### src/rtl/rst_rcv_pkg.sv
// Shared definitions for the board reset-pin receiver: state encoding,
// default parameter values and the event-counter saturation ceiling.
package rst_rcv_pkg;

    typedef enum logic [1:0] {
        ST_IDLE    = 2'd0,
        ST_QUAL    = 2'd1,
        ST_ASSERT  = 2'd2,
        ST_STRETCH = 2'd3
    } state_t;

    localparam int DEF_MIN_LOW = 16;
    localparam int DEF_STRETCH = 8;
    localparam int DEF_CNT_W   = 8;

    // Saturation ceiling of an event counter at the default width.
    localparam logic [DEF_CNT_W-1:0] DEF_CNT_MAX = '1;

endpackage

### src/rtl/rst_sync2.sv
// Generic two-flop synchroniser for a single asynchronous pin. The reset
// value is a parameter so the same cell serves pins of either polarity.
module rst_sync2 #(
    parameter logic RST_VAL = 1'b0
) (
    input  logic clk,
    input  logic rst,
    input  logic d,
    output logic q
);

    logic meta;

    // Two-stage capture; the first flop may go metastable, the second settles it.
    always_ff @(posedge clk) begin
        // NOTE: non-blocking so both stages sample the old values; blocking would merge them into one flop.
        if (rst) begin
            meta <= RST_VAL;
            q    <= RST_VAL;
        end else begin
            meta <= d;
            q    <= meta;
        end
    end

endmodule

### src/rtl/rst_rcv.sv
// Board reset-pin receiver: synchronises the active-low pin, rejects short
// low pulses, drives a stretched system reset and counts events for debug.
module rst_rcv
    import rst_rcv_pkg::*;
#(
    parameter int MIN_LOW = DEF_MIN_LOW,
    parameter int STRETCH = DEF_STRETCH,
    parameter int CNT_W   = DEF_CNT_W
) (
    input  logic             P_MCLK,
    input  logic             P_RST,
    input  logic             I_RST_X,
    output logic             O_SYS_RST,
    output logic             O_RST_DONE,
    output logic             O_GLITCH,
    output logic [CNT_W-1:0] O_RST_CNT,
    output logic [CNT_W-1:0] O_GLT_CNT,
    output logic [1:0]       O_STATE
);

    localparam int CW = $clog2(MIN_LOW > STRETCH ? MIN_LOW : STRETCH);
    localparam logic [CW-1:0]    QUAL_LAST = CW'(MIN_LOW - 1);
    localparam logic [CW-1:0]    STR_LAST  = CW'(STRETCH - 1);
    localparam logic [CNT_W-1:0] CNT_MAX   = {CNT_W{1'b1}};

    state_t         state, state_nx;
    logic [CW-1:0]  cnt, cnt_nx;
    logic           done_nx, glitch_nx;
    logic           s;

    // Pin resets to 0 so the core starts out treating the pin as asserted.
    rst_sync2 #(.RST_VAL(1'b0)) u_sync (
        .clk (P_MCLK),
        .rst (P_RST),
        .d   (I_RST_X),
        .q   (s)
    );

    // Next-state logic: qualify low runs, hold while low, stretch on release.
    always_comb begin
        // NOTE: every output gets a default before the case so no path leaves one unassigned (no latches).
        state_nx  = state;
        cnt_nx    = cnt;
        done_nx   = 1'b0;
        glitch_nx = 1'b0;
        case (state)
            ST_IDLE: begin
                if (!s) begin
                    state_nx = ST_QUAL;
                    cnt_nx   = CW'(1);
                end
            end
            ST_QUAL: begin
                if (s) begin
                    state_nx  = ST_IDLE;
                    glitch_nx = 1'b1;
                end else if (cnt == QUAL_LAST) begin
                    state_nx = ST_ASSERT;
                end else begin
                    cnt_nx = cnt + 1'b1;
                end
            end
            ST_ASSERT: begin
                if (s) begin
                    state_nx = ST_STRETCH;
                    cnt_nx   = '0;
                end
            end
            ST_STRETCH: begin
                if (!s) begin
                    state_nx = ST_ASSERT;
                end else if (cnt == STR_LAST) begin
                    state_nx = ST_IDLE;
                    done_nx  = 1'b1;
                end else begin
                    cnt_nx = cnt + 1'b1;
                end
            end
            default: state_nx = ST_ASSERT;
        endcase
    end

    // State and counter register; block reset re-runs the power-on sequence.
    always_ff @(posedge P_MCLK) begin
        if (P_RST) begin
            state <= ST_ASSERT;
            cnt   <= '0;
        end else begin
            state <= state_nx;
            cnt   <= cnt_nx;
        end
    end

    // Registered outputs decoded from the next state, plus saturating event counters.
    always_ff @(posedge P_MCLK) begin
        if (P_RST) begin
            O_SYS_RST  <= 1'b1;
            O_RST_DONE <= 1'b0;
            O_GLITCH   <= 1'b0;
            O_RST_CNT  <= '0;
            O_GLT_CNT  <= '0;
        end else begin
            O_SYS_RST  <= (state_nx == ST_ASSERT) || (state_nx == ST_STRETCH);
            O_RST_DONE <= done_nx;
            O_GLITCH   <= glitch_nx;
            if (done_nx && (O_RST_CNT != CNT_MAX)) begin
                O_RST_CNT <= O_RST_CNT + 1'b1;
            end
            if (glitch_nx && (O_GLT_CNT != CNT_MAX)) begin
                O_GLT_CNT <= O_GLT_CNT + 1'b1;
            end
        end
    end

    assign O_STATE = state;

endmodule

### config.mk
export PLATFORM = sky130hd
export DESIGN_NAME = rst_rcv
export DESIGN_NICKNAME = d
export VERILOG_FILES = /design/src/rtl/rst_rcv_pkg.sv /design/src/rtl/rst_sync2.sv /design/src/rtl/rst_rcv.sv
export SDC_FILE = /design/constraint.sdc
export NUM_CORES = 1
export LEC_CHECK = 0
export CAP_MARGIN = 5
export CORE_MARGIN = 1.5
export CORE_UTILIZATION = 53
export CTS_BUF_LIST = sky130_fd_sc_hd__clkbuf_8
export CTS_CLUSTER_DIAMETER = 40
export DETAILED_ROUTE_END_ITERATION = 10
export HOLD_SLACK_MARGIN = 0.08
export PLACE_DENSITY_LB_ADDON = 0.15
export SYNTH_ARGS = -nofsm -noshare
export SYNTH_HDL_FRONTEND = slang
export SYNTH_HIERARCHICAL = 1
export SYNTH_SLANG_ARGS = --single-unit
### constraint.sdc
create_clock -name P_MCLK -period 2.1 [get_ports P_MCLK]
set_input_delay 0.21 -clock P_MCLK [delete_from_list [all_inputs] [get_ports P_MCLK]]
set_output_delay 0.21 -clock P_MCLK [all_outputs]
set_load 0.01 [all_outputs]
; Yosys cells after proc, flatten, opt, wreduce, memory -nomap -nowiden
; Index checks and enable logic that the tools add are counted.
[word_totals]
regBits = 27
latchBits = 0
mem_bits_rw = 0
romBits = 0
in_bits = 3
output_inout_bits = 21
wordCells = 51
n_memories = 0
[classes]
n_addsub = 3
n_mul = 0
div = 0
order_cmp = 0
eq_ne = 15
shifts = 0
muxes = 19
n_bitwise = 0
n_reduce_logical = 5
[op_table]
columns = cell, n
row1 = 4-bit two-way mux, 6
row2 = "8-bit by 1-bit adder with 8-bit output, second input constant", 2
row3 = "8-bit != test, second input constant", 2
row4 = 4-bit one-hot mux with 4 select lines, 1
row5 = 2-bit two-way mux, 6
row6 = "2-bit == test, second input constant", 4
row7 = "2-bit != test, second input constant", 4
row8 = 2-bit one-hot mux with 4 select lines, 1
row9 = 6-bit AND reduction, 1
row10 = 1-bit two-way mux, 5
row11 = "4-bit by 1-bit adder with 4-bit output, second input constant", 1
row12 = "4-bit by 3-bit == test with 1-bit output, second input constant", 1
row13 = "4-bit == test, second input constant", 1
row14 = "2-bit by 1-bit != test with 1-bit output, second input constant", 2
row15 = "2-bit by 1-bit == test with 1-bit output, second input constant", 1
row16 = 1-bit logical AND, 2
row17 = 2-bit zero test, 1
row18 = 1-bit logical OR, 1

; Longest topological paths before layout
[depth]
depth_word = 6
ltp_mapped = 5
ltp_nobuf = 5

; By module
; The synthesis kept the hierarchy.
[by_module_without_submodules]
columns = module, n_inst, cells_each, area_per_inst_um2, seq_area_each_um2
row1 = rst_rcv, 1, 135, 1178.6, 480.5
row2 = rst_sync2, 1, 4, 52.6, 40.0

; Worst setup path before layout
; No wires, ideal clock.
[synth_timing]
path_type = register to register
start = register state[0] (netlist: O_STATE[0])
end = register O_GLT_CNT[7]
setup_time_ps = 123
t_arrival_ps = 1379
required_ps = 1977
path_slack_ps = 598
stages_incl_launch_ff = 5
path_buffers = 0
period_less_slack_ps = 1502
path_cell_list = dfxtp_1 > nand3b_1 > nor3_2 > nand4_1 > mux2_1
[synth_between]
elab_chain_len = 3
[synth_rtl]
columns = element, line
row1 = start: declaration, rst_rcv.sv:26  ; state_t state, state_nx;
row2 = start signal: assignment, rst_rcv.sv:89  ; state <= state_nx;
row3 = 2-bit by 1-bit == test with 1-bit output, rst_rcv.sv:46  ; case (state)
row4 = 1-bit two-way mux, rst_rcv.sv:46
row5 = 1-bit logical AND, rst_rcv.sv:109  ; if (glitch_nx && (O_GLT_CNT != CNT_MAX)) begin
row6 = end signal: assignment, rst_rcv.sv:110  ; O_GLT_CNT <= O_GLT_CNT + 1'b1;
row7 = end: declaration, rst_rcv.sv:17  ; output logic [CNT_W-1:0] O_GLT_CNT,
; No other way between the ends.
; A chain may end at the register's enable or synchronous reset.

; Worst setup path in the final report
[layout_timing]
start = register cnt[0]
end = register O_RST_CNT[7]
[layout_between]
elab_chain_len = 5
[layout_rtl]
columns = element, line
row1 = start: declaration, rst_rcv.sv:27  ; logic [CW-1:0] cnt, cnt_nx;
row2 = start signal: assignment, rst_rcv.sv:90  ; cnt <= cnt_nx;
row3 = 4-bit by 3-bit == test with 1-bit output, rst_rcv.sv:72  ; end else if (cnt == STR_LAST) begin
row4 = 1-bit two-way mux, rst_rcv.sv:72
row5 = 1-bit two-way mux, rst_rcv.sv:70  ; if (!s) begin
row6 = 1-bit two-way mux, rst_rcv.sv:46
row7 = 1-bit logical AND, rst_rcv.sv:106  ; if (done_nx && (O_RST_CNT != CNT_MAX)) begin
row8 = end signal: assignment, rst_rcv.sv:107  ; O_RST_CNT <= O_RST_CNT + 1'b1;
row9 = end: declaration, rst_rcv.sv:16  ; output logic [CNT_W-1:0] O_RST_CNT,
; No other way between the ends.

==> impl_metrics.toml <==
[run_status]
outcome = "completed"

[sta]
slew_viol_final = 0
setup_tns_ns = 0
fin_worst_skew_ns = 0.003205
tightest_slew_ns = 0.5047
relSlewSlack_pct = 66.25
finalHoldViolations = 0
period_needed_ns = 1.646
fin_crit_sh_pct = 78.38
setup_viol = 0
rsz0062_at_grt = "no"
fmax_mhz = 607.6

[detailed_routing]
avgViaCountPerCell = 5.681
post-route-drc-count = 0
first_pass_iters = 6
wire_per_inst_um = 13.76
wirelength_um = 2628
vias = 1085
final_antenna_net_count = 0
drt_iter0_drc = 16

[placed_design]
io_buffers = 23
place.gp.congestion = 0.8871
placed_cells = 188
dp_hpwl_um = 1927

[synthesis]
yosys_warnings = 6
synth.avg_cell_area_um2 = 8.857
ys_ff_latch = 26
synth_top_area_share_pct = 42.28
yosysUniqueCellTypes = 40
ys_async_sr_fraction_pct = 0
synth_area_leader_cell = "dfxtp_1"
synth_common_cells = "dfxtp_1, nor2_1, a21oi_1, nand3_1, nor3_1"
synthCells = 139
yosysMostFrequentCell = "dfxtp_1"
synth_edf_count = 0
yosys-top-cells-area = "dfxtp_1, nor2_1, a21oi_1"
syn-num-nets = 145
ys.flop_type = "dfxtp_1"
seq_area_frac_synth_pct = 42.28
netlist_area_um2 = 1231

[critical_path]
r2r-start = "cnt[0]$_SDFFE_PP0P_"
worst-path-buf-inv = 0
path_max_fanout = 5
r2r_cells = 5
arrival_ns = 1.82
required_ns = 2.27
critPathMaxStageDelay_ns = 0.42
critical-path-slowest-cell = "nor3_1"
cp_common_cell = "nor3_1"
end_kind = "register"
reg2reg_to = "O_RST_CNT[7]$_SDFFE_PP0P_"
timing.setup.critical_path_class = "reg2reg"
setup.worst_path.start_class = "register"
r2r_slack_ns = 0.45
path_cells = "ha_1 -> nand4_4 -> nor3_1 -> a21oi_1 -> nor3_1"
path_delay_family = "simple AND/OR/NAND/NOR gates"

[pwr]
p_total_mw = 0.7933
ir_drop_uv = 398.0
p_per_area_nw_per_um2 = 518.4
p_leak_nw = 0.5676

[clock_tree]
cts_resized = 0
htreeDepth = 1
cts_tree = "done"
clk_pin_slew_ns = 0.08
clock_sinks = 26
cts_max_path_buffers = 2
post_cts_buffers = 0
cts-root-buf = "clkbuf_8"
cts_made_buffers = 3
worstSkewPairLatency_ns = 0.26
holdBufCountCts = 0

[cells_and_area]
finalNonFillerCells = 191
drive_above_1_share_pct = 6.135
area_growth_pct = 24.29
multiInputGateArea_um2 = 680.7
seq_area_um2 = 520.5
nFillCells = 207
n_antenna_cell = 0
nNetsFinal = 171

[die]
die_h_um = 51.20
die_area_um2 = 2621
die_w_um = 51.20
core_um2 = 2212
initial_core_util_pct = 55.66
row_count = 17
io_pins = 24

[flow_run]
maxCapViolCount = 0

[global_routing]
grt_first_pass_wirelength_um = 4443
grt_max_degree = 15
grt_pass1_vias = 1018
grt_overflow_total = 0
track_usage_pct = 22.08
antenna_found_initial = 0

[hold_path]
min_to = "u_sync/q$_SDFF_PP0_"
hp-class = "reg2reg"
whs_path_depth = 1
hold_path.startpoint = "u_sync/meta$_SDFF_PP0_"
[per-stage QoR]
step / setup slack, ns / utilization (%) / cell area [µm²] / hold slack [ns]
after floorplan: 0.5977 / - / 1231 / 0.2816
after global placement: 0.5065 / 67.31 / 1489 / 0.4191
after detailed placement: 0.4715 / 67.31 / 1489 / 0.4338
after CTS: 0.4459 / 69.17 / 1530 / 0.4540
after global routing: 0.2557 / 69.17 / 1530 / 0.4746
final: 0.4541 / 69.17 / 1530 / 0.4508
[routing by layer]
layer / track usage (%) / vias up / share of wire [%]
met4: 6.757 / 0 / 0.34
met3: 3.216 / 2 / 4.0
met2: 38.96 / 24 / 49
met5: 0 / - / 0
met1: 27.57 / 509 / 46
li1: - / 550 / -
[logic make-up (layout without fill, tap and decap cells)]
group                      Yosys count  after routing  share of synthesized area [%]
xor gates and xnor gates             6              6                          4.268
AOI/OAI and AO/OA                   28             28                          13.92
adders and majority gates            3              3                          3.049
DFF                                 26             26                          42.28
buffers and inverters                7             31                          2.439
muxes                                5              5                          4.268
and+or+nand+nor                     64             64                          29.77
[layout by cell type, fill, tap and decap left out, types with 3 or more instances in the layout]
cell,n
dfxtp_1,26
clkdlybuf4s50_1,23
nor2_1,17
a21oi_1,9
nand3_1,7
nor3_1,7
nand2_1,6
o21ai_0,6
nor2b_1,4
inv_1,4
xor2_1,4
and3_1,4
nand2b_1,3
mux2i_1,3
a31oi_1,3
a211oi_1,3
ha_1,3
clkbuf_8,3
[sequential cells by signal, indices dropped and copies added (netlist names)]
signal / flops
O_RST_CNT: 8
O_STATE: 2
u_sync/q: 1
u_sync/meta: 1
O_RST_DONE: 1
O_GLITCH: 1
cnt: 4
O_GLT_CNT: 8
[report_power, final]
part	internal [mW]	switching (mW)	total (mW)
registers	0.495	0.00346	0.498
clock network	0.128	0.145	0.273
logic	0.00895	0.0128	0.0217
total	0.632	0.161	0.793
[how the worst max path moves through the flow]
stage / startpoint / endpoint / slack, ns / cells past startpoint
after CTS: O_STATE[0]$_SDFF_PP0_ / O_GLT_CNT[7]$_SDFFE_PP0P_ / 0.45 / 4
after detailed placement: cnt[0]$_SDFFE_PP0P_ / O_RST_CNT[7]$_SDFFE_PP0P_ / 0.47 / 5
final: cnt[0]$_SDFFE_PP0P_ / O_RST_CNT[7]$_SDFFE_PP0P_ / 0.45 / 5
after global placement: O_STATE[0]$_SDFF_PP0_ / O_GLT_CNT[7]$_SDFFE_PP0P_ / 0.51 / 4
after global routing: cnt[0]$_SDFFE_PP0P_ / O_RST_CNT[7]$_SDFFE_PP0P_ / 0.26 / 5
after floorplan: O_STATE[0]$_SDFF_PP0_ / O_GLT_CNT[7]$_SDFFE_PP0P_ / 0.60 / 4
[area by class of cell]
class	instances	area share [%]
Clock buffer	3	2.698
Inverter	4	0.9812
Multi-Input combinational cell	106	44.48
Sequential cell	26	34.01
Tap cell	28	2.289
Timing Repair Buffer	24	15.54
No activity file was read; power rests on OpenSTA's default activity.
